**config.mk**
```make
export PLATFORM = sky130hd
export DESIGN_NAME = fdct4x4_2d
export DESIGN_NICKNAME = d
export VERILOG_FILES = /design/src/rtl/fdct_pkg.sv /design/src/rtl/dct4_butterfly.sv /design/src/rtl/fdct4x4_2d.sv
export SDC_FILE = /design/constraint.sdc
export NUM_CORES = 2
export LEC_CHECK = 0
export CAP_MARGIN = 5
export CELL_PAD_IN_SITES_DETAIL_PLACEMENT = 1
export CELL_PAD_IN_SITES_GLOBAL_PLACEMENT = 2
export CORE_AREA = 5 5 412 577
export CTS_CLUSTER_DIAMETER = 100
export CTS_CLUSTER_SIZE = 8
export DETAILED_ROUTE_END_ITERATION = 12
export DIE_AREA = 0 0 417 582
export PLACE_DENSITY = 0.85
export SETUP_SLACK_MARGIN = 0.05
export SLEW_MARGIN = 20
export SYNTH_ARGS = -nofsm -noshare
export SYNTH_HDL_FRONTEND = slang
export SYNTH_HIERARCHICAL = 1
export SYNTH_SLANG_ARGS = --single-unit
export TNS_END_PERCENT = 50
```
**constraint.sdc**
```tcl
create_clock -name clk -period 13.8 [get_ports clk]
set_input_delay 2.07 -clock clk [delete_from_list [all_inputs] [get_ports clk]]
set_output_delay 2.07 -clock clk [all_outputs]
set_load 0.05 [all_outputs]
```
**src/rtl/fdct_pkg.sv**
```systemverilog
// Shared constants and rounding helper for the 4x4 forward DCT row/column passes.
// Both passes use the same 64/83/36 butterfly.
package fdct_pkg;

  localparam logic signed [7:0] C64 = 8'sd64;
  localparam logic signed [7:0] C83 = 8'sd83;
  localparam logic signed [7:0] C36 = 8'sd36;

  // Round half up, arithmetic shift, then clamp to a signed ow-bit range.
  function automatic logic signed [63:0] round_sat(input logic signed [63:0] value,
                                                   input int shift,
                                                   input int ow);
    logic signed [63:0] res;
    logic signed [63:0] max_v;
    logic signed [63:0] min_v;
    res   = (value + (64'sd1 <<< (shift - 1))) >>> shift;
    max_v = (64'sd1 <<< (ow - 1)) - 64'sd1;
    min_v = -(64'sd1 <<< (ow - 1));
    if (res > max_v) return max_v;
    if (res < min_v) return min_v;
    return res;
  endfunction

endpackage

```
**src/rtl/dct4_butterfly.sv**
```systemverilog
// 4-point DCT-II butterfly: stage 1 registers full-precision products, stage 2 rounds
// and saturates. With OUT_REG=0 the caller supplies the stage-2 register.
module dct4_butterfly
  import fdct_pkg::*;
#(
  parameter int IW_IN   = 25,
  parameter int SHIFT   = 1,
  parameter int OW      = 32,
  parameter int TW      = 1,
  parameter bit OUT_REG = 1'b1
) (
  input  logic                    clk,
  input  logic                    reset,
  input  logic                    in_valid,
  input  logic [TW-1:0]           in_tag,
  input  logic signed [IW_IN-1:0] in_a [4],
  output logic                    out_valid,
  output logic [TW-1:0]           out_tag,
  output logic signed [OW-1:0]    out_y [4]
);

  localparam int PW = IW_IN + 9;

  logic signed [PW-1:0] e0, e1, o0, o1;
  logic signed [PW-1:0] b_d [4];
  logic signed [PW-1:0] b_q [4];
  logic                 s1_valid_q;
  logic [TW-1:0]        s1_tag_q;
  logic signed [OW-1:0] y_rnd [4];

  // NOTE: every always_comb output gets a value on every path, so no latch is inferred.
  always_comb begin
    e0     = PW'(in_a[0]) + PW'(in_a[3]);
    e1     = PW'(in_a[1]) + PW'(in_a[2]);
    o0     = PW'(in_a[0]) - PW'(in_a[3]);
    o1     = PW'(in_a[1]) - PW'(in_a[2]);
    b_d[0] = PW'(C64) * (e0 + e1);
    b_d[2] = PW'(C64) * (e0 - e1);
    b_d[1] = PW'(C83) * o0 + PW'(C36) * o1;
    b_d[3] = PW'(C36) * o0 - PW'(C83) * o1;
  end

  // NOTE: sequential state is updated with non-blocking assignments only.
  always_ff @(posedge clk or posedge reset) begin
    if (reset) begin
      s1_valid_q <= 1'b0;
      s1_tag_q   <= '0;
      for (int k = 0; k < 4; k++) b_q[k] <= '0;
    end else begin
      s1_valid_q <= in_valid;
      s1_tag_q   <= in_tag;
      for (int k = 0; k < 4; k++) b_q[k] <= b_d[k];
    end
  end

  always_comb begin
    for (int k = 0; k < 4; k++) y_rnd[k] = OW'(round_sat(64'(b_q[k]), SHIFT, OW));
  end

  if (OUT_REG) begin : g_out_reg
    logic                 valid_q;
    logic [TW-1:0]        tag_q, tag_d;
    logic signed [OW-1:0] y_q [4];
    logic signed [OW-1:0] y_d [4];

    // Outputs hold their last value while no result is presented.
    always_comb begin
      tag_d = tag_q;
      y_d   = y_q;
      if (s1_valid_q) begin
        tag_d = s1_tag_q;
        y_d   = y_rnd;
      end
    end

    always_ff @(posedge clk or posedge reset) begin
      if (reset) begin
        valid_q <= 1'b0;
        tag_q   <= '0;
        for (int k = 0; k < 4; k++) y_q[k] <= '0;
      end else begin
        valid_q <= s1_valid_q;
        tag_q   <= tag_d;
        for (int k = 0; k < 4; k++) y_q[k] <= y_d[k];
      end
    end

    assign out_valid = valid_q;
    assign out_tag   = tag_q;
    assign out_y     = y_q;
  end else begin : g_out_comb
    assign out_valid = s1_valid_q;
    assign out_tag   = s1_tag_q;
    assign out_y     = y_rnd;
  end

endmodule

```
**src/rtl/fdct4x4_2d.sv**
```systemverilog
// Forward 4x4 2D integer DCT: row pass into a ping-pong transpose buffer, then a
// column pass emitting one coefficient column per cycle.
module fdct4x4_2d
  import fdct_pkg::*;
#(
  parameter int DW     = 25,
  parameter int IW     = 32,
  parameter int SHIFT1 = 1,
  parameter int SHIFT2 = 8
) (
  input  logic                 clk,
  input  logic                 reset,
  input  logic                 in_valid,
  input  logic                 in_sof,
  input  logic signed [DW-1:0] in_0,
  input  logic signed [DW-1:0] in_1,
  input  logic signed [DW-1:0] in_2,
  input  logic signed [DW-1:0] in_3,
  output logic                 out_valid,
  output logic                 out_sof,
  output logic signed [DW-1:0] out_0,
  output logic signed [DW-1:0] out_1,
  output logic signed [DW-1:0] out_2,
  output logic signed [DW-1:0] out_3,
  output logic                 err_partial
);

  logic [1:0]           row_cnt_q, row_cnt_d, eff_row;
  logic                 wr_bank_q, wr_bank_d;
  logic signed [DW-1:0] row_a [4];
  logic                 row_v;
  logic [2:0]           row_tag;
  logic signed [IW-1:0] row_t [4];
  logic signed [IW-1:0] tbuf_q [2][4][4];
  logic [1:0]           full_q, full_d;
  logic                 rd_bank_q, rd_bank_d;
  logic [1:0]           rd_u_q, rd_u_d;
  logic                 col_v_in;
  logic signed [IW-1:0] col_a [4];
  logic signed [DW-1:0] col_y [4];

  assign err_partial = in_valid && in_sof && (row_cnt_q != 2'd0);
  assign row_a       = '{in_0, in_1, in_2, in_3};

  // A start-of-block row always lands at row 0, discarding any partial block.
  always_comb begin
    eff_row   = in_sof ? 2'd0 : row_cnt_q;
    row_cnt_d = row_cnt_q;
    wr_bank_d = wr_bank_q;
    if (in_valid) begin
      row_cnt_d = eff_row + 2'd1;
      if (eff_row == 2'd3) wr_bank_d = ~wr_bank_q;
    end
  end

  dct4_butterfly #(
    .IW_IN(DW), .SHIFT(SHIFT1), .OW(IW), .TW(3), .OUT_REG(1'b0)
  ) u_row (
    .clk(clk), .reset(reset),
    .in_valid(in_valid), .in_tag({wr_bank_q, eff_row}), .in_a(row_a),
    .out_valid(row_v), .out_tag(row_tag), .out_y(row_t)
  );

  // NOTE: the transpose buffer is not reset; the bank-full flags gate every read.
  always_ff @(posedge clk) begin
    if (row_v) begin
      for (int k = 0; k < 4; k++) tbuf_q[row_tag[2]][row_tag[1:0]][k] <= row_t[k];
    end
  end

  always_comb begin
    full_d    = full_q;
    rd_bank_d = rd_bank_q;
    rd_u_d    = rd_u_q;
    col_v_in  = full_q[rd_bank_q];
    if (col_v_in) begin
      rd_u_d = rd_u_q + 2'd1;
      if (rd_u_q == 2'd3) begin
        full_d[rd_bank_q] = 1'b0;
        rd_bank_d         = ~rd_bank_q;
      end
    end
    if (row_v && row_tag[1:0] == 2'd3) full_d[row_tag[2]] = 1'b1;
    for (int k = 0; k < 4; k++) col_a[k] = tbuf_q[rd_bank_q][k][rd_u_q];
  end

  always_ff @(posedge clk or posedge reset) begin
    if (reset) begin
      row_cnt_q <= 2'd0;
      wr_bank_q <= 1'b0;
      full_q    <= 2'b00;
      rd_bank_q <= 1'b0;
      rd_u_q    <= 2'd0;
    end else begin
      row_cnt_q <= row_cnt_d;
      wr_bank_q <= wr_bank_d;
      full_q    <= full_d;
      rd_bank_q <= rd_bank_d;
      rd_u_q    <= rd_u_d;
    end
  end

  dct4_butterfly #(
    .IW_IN(IW), .SHIFT(SHIFT2), .OW(DW), .TW(1), .OUT_REG(1'b1)
  ) u_col (
    .clk(clk), .reset(reset),
    .in_valid(col_v_in), .in_tag(rd_u_q == 2'd0), .in_a(col_a),
    .out_valid(out_valid), .out_tag(out_sof), .out_y(col_y)
  );

  assign out_0 = col_y[0];
  assign out_1 = col_y[1];
  assign out_2 = col_y[2];
  assign out_3 = col_y[3];

endmodule

```
==> out/summary.txt <==
Fmax - 0.0815 GHz
Die H - 582 µm
Number of buffers created by CTS - 201
Synth unique cells - 103
Final setup fails - 0
Die Width - 417 µm
# rows - 210
IO Count - 207
Critical path class - flop to flop
Port Buffers - 206
CP endpoint kind - flop
Post-route insts no fill - 12,200
CTS Buffer Depth - 4
Worst min path class - flop to flop
Cell total after placement - 11,900
Buffer count from post-CTS setup fixing - 0
Vias in the first global route - 77,100
H-tree Lvls - 4
Die ar. - 243,000 µm²
Gate Count Post-Synth - 8,860
Data required, critical path - 14.47 ns
Slew margin rel. - 0.206
First-pass GRT wire length - 458,000 µm
Number of remaining DRC errors - 0
WL/cell - 24.3 µm
CP max-delay cell - dfrtp_4
Post-CTS Hold Fix Bufs - 0
CP Max Fanout - 37
CP dominant cell by count - a21oi_1
Remaining global-route overflow - 0
Synth top area share - 0.303
Root Driver - clkbuf_16
Status - completed
Most frequent cell after synthesis - edfxtp_1
Yosys top cell by area - edfxtp_1
GRT Util Overall - 0.241
Vias - 69,300
Core Area - 232,000 µm²
Via density - 5.69
Slew Limit Fails - 0
TritonCTS clock tree - done
Clk slew on worst S/H paths - 0.05 ns
GP Congestion - 0.904
Utilization after layout - 0.482
Nets - 10,500
Synth top cells by count - edfxtp_1 (1,024), inv_1 (1,018), ha_1 (996)
Crit path largest cell delay - 0.93 ns
Share of layout cells above drive strength 1 - 0.129
Fin Clk Skew - 0.109 ns
Part of the cycle the worst path needs - 0.889
Initial antenna violation count - 1
Synth Warn # - 6
Antenna Violating Nets Remaining - 0
Sequential fraction of the synthesis area - 0.395
Area delta synth->final - 10.5%
Detailed placement HPWL - 224,000 µm
Min-Delay Startpoint - wr_bank_q
DRT Wirelength - 296,000 µm
# fillers - 24,500
Async SR Flop Fraction - 0.266
Main synth FF type - edfxtp_1
Post-route minimum period - 12.27 ns
Flops & latches, synth - 1,395
Drt first pass iters - 5
Max-Cap Viols - 0
RR Startpoint - rd_bank_q
CP arrival - 12.94 ns
Reg-to-reg endpoint - u_col/b_q[122]
Worst Hold Path EP - u_row/out_tag[2]
Post-Syn Area - 101,000 µm²
Total clock sinks - 1,395
Syn avg cell area - 11.4 µm²
R2r worst-path depth - 44
Final Hold Vio Count - 0
CTS-repair resized insts - 0
Hold path depth - 0
Clock Latency Late Sink - 0.86 ns
Worst reg-to-reg setup slack - 1.53 ns
Measured slew at the worst slew-check pin - 1.18 ns
Largest cells by area after synthesis - edfxtp_1 (30%), ha_1 (12%), dfrtp_1 (9.2%)
CP Launch Type - flop
Setup tns final - 0 ns
Initial core utilization - 0.437
Initial DRC Count - 4,112
RSZ-0062 raised after global routing - false
Largest net degree at the start of global routing - 111
Post-synth EDFFs - 1,024
==> placed cells by master, fill, tap and decap left out, types with 254 or more instances in the layout <==
master    instances
a21oi_1         555
dfrtp_1         368
edfxtp_1       1024
fa_1            356
ha_1            996
inv_1          1015
mux2_2          479
mux4_2          256
nand2_1         287
nor2_1          568
o21ai_0         302
xnor2_1         485
xor2_1          254
==> critical path, delay by kind of cell (launching register included) <==
family	cells	cell delay, ns
compound gates	23	5.28
fa+ha+maj	8	3.10
simple gates	5	0.86
flops	1	0.93
xor+xnor	3	0.70
buf+inv	3	0.21
mux	2	0.93
==> routing by layer <==
metal,part of all wire,GRT usage,up-vias
met5,0,0,-
met4,0.039,0.0860,0
met3,0.036,0.0204,519
met2,0.54,0.462,1811
met1,0.38,0.279,35300
li1,-,-,31600
==> cell type report <==
class	instances	area, µm²	share of cell area
Antenna cell	1	2.50	0.0000223
Clock buffer	269	5330	0.0476
Clock inverter	7	123	0.00109
Inverter	1019	3840	0.0343
Multi-Input combinational cell	6062	55700	0.497
Sequential cell	1395	40000	0.357
Tap cell	3074	3850	0.0343
Timing Repair Buffer	341	3130	0.0279
==> worst max-delay path by stage <==
stage	startpoint	endpoint	slack, ns	cells after the start
finish	rd_bank_q	u_col/b_q[122]	1.53	44
global placement	rd_bank_q	u_col/b_q[122]	1.89	44
detailed placement	rd_bank_q	u_col/b_q[122]	1.79	40
floorplan	rd_u_q[1]	u_col/b_q[122]	3.62	46
global route	rd_bank_q	u_col/b_q[122]	0.84	45
CTS	rd_bank_q	u_col/b_q[122]	1.62	40
==> state kept, by name (all words and copies together), names as in the netlist <==
name	cells
wr_bank_q	1
u_row/out_tag	3
u_col/out_tag	1
u_col/out_y	100
u_col/s1_valid_q	1
u_col/s1_tag_q	1
row_cnt_q	2
rd_u_q	2
u_row/out_valid	1
u_col/b_q	134
rd_bank_q	1
u_row/b_q	121
tbuf_q	1024
u_col/out_valid	1
full_q	2
==> logic make-up after synthesis <==
family | Yosys count | synth area share
AOI/OAI and AO/OA | 1592 | 0.100
xor gates and xnor gates | 741 | 0.0641
adders and majority gates | 1352 | 0.193
buffers and inverters | 1412 | 0.0576
DFF | 1395 | 0.395
muxes | 786 | 0.116
other | 1 | 0.0000370
and+or+nand+nor | 1581 | 0.0748
==> stage by stage <==
stage	hold WS [ns]	area [µm²]	worst slack [ns]
final	0.402	112000	1.53
after global routing	0.426	112000	0.839
after CTS	0.403	112000	1.62
after global placement	0.388	107000	1.89
after floorplan	0.373	101000	3.62
after detailed placement	0.390	107000	1.79
Power is not shown: default switching activity piles up to over one toggle a cycle in this logic, so the estimate is an artifact.
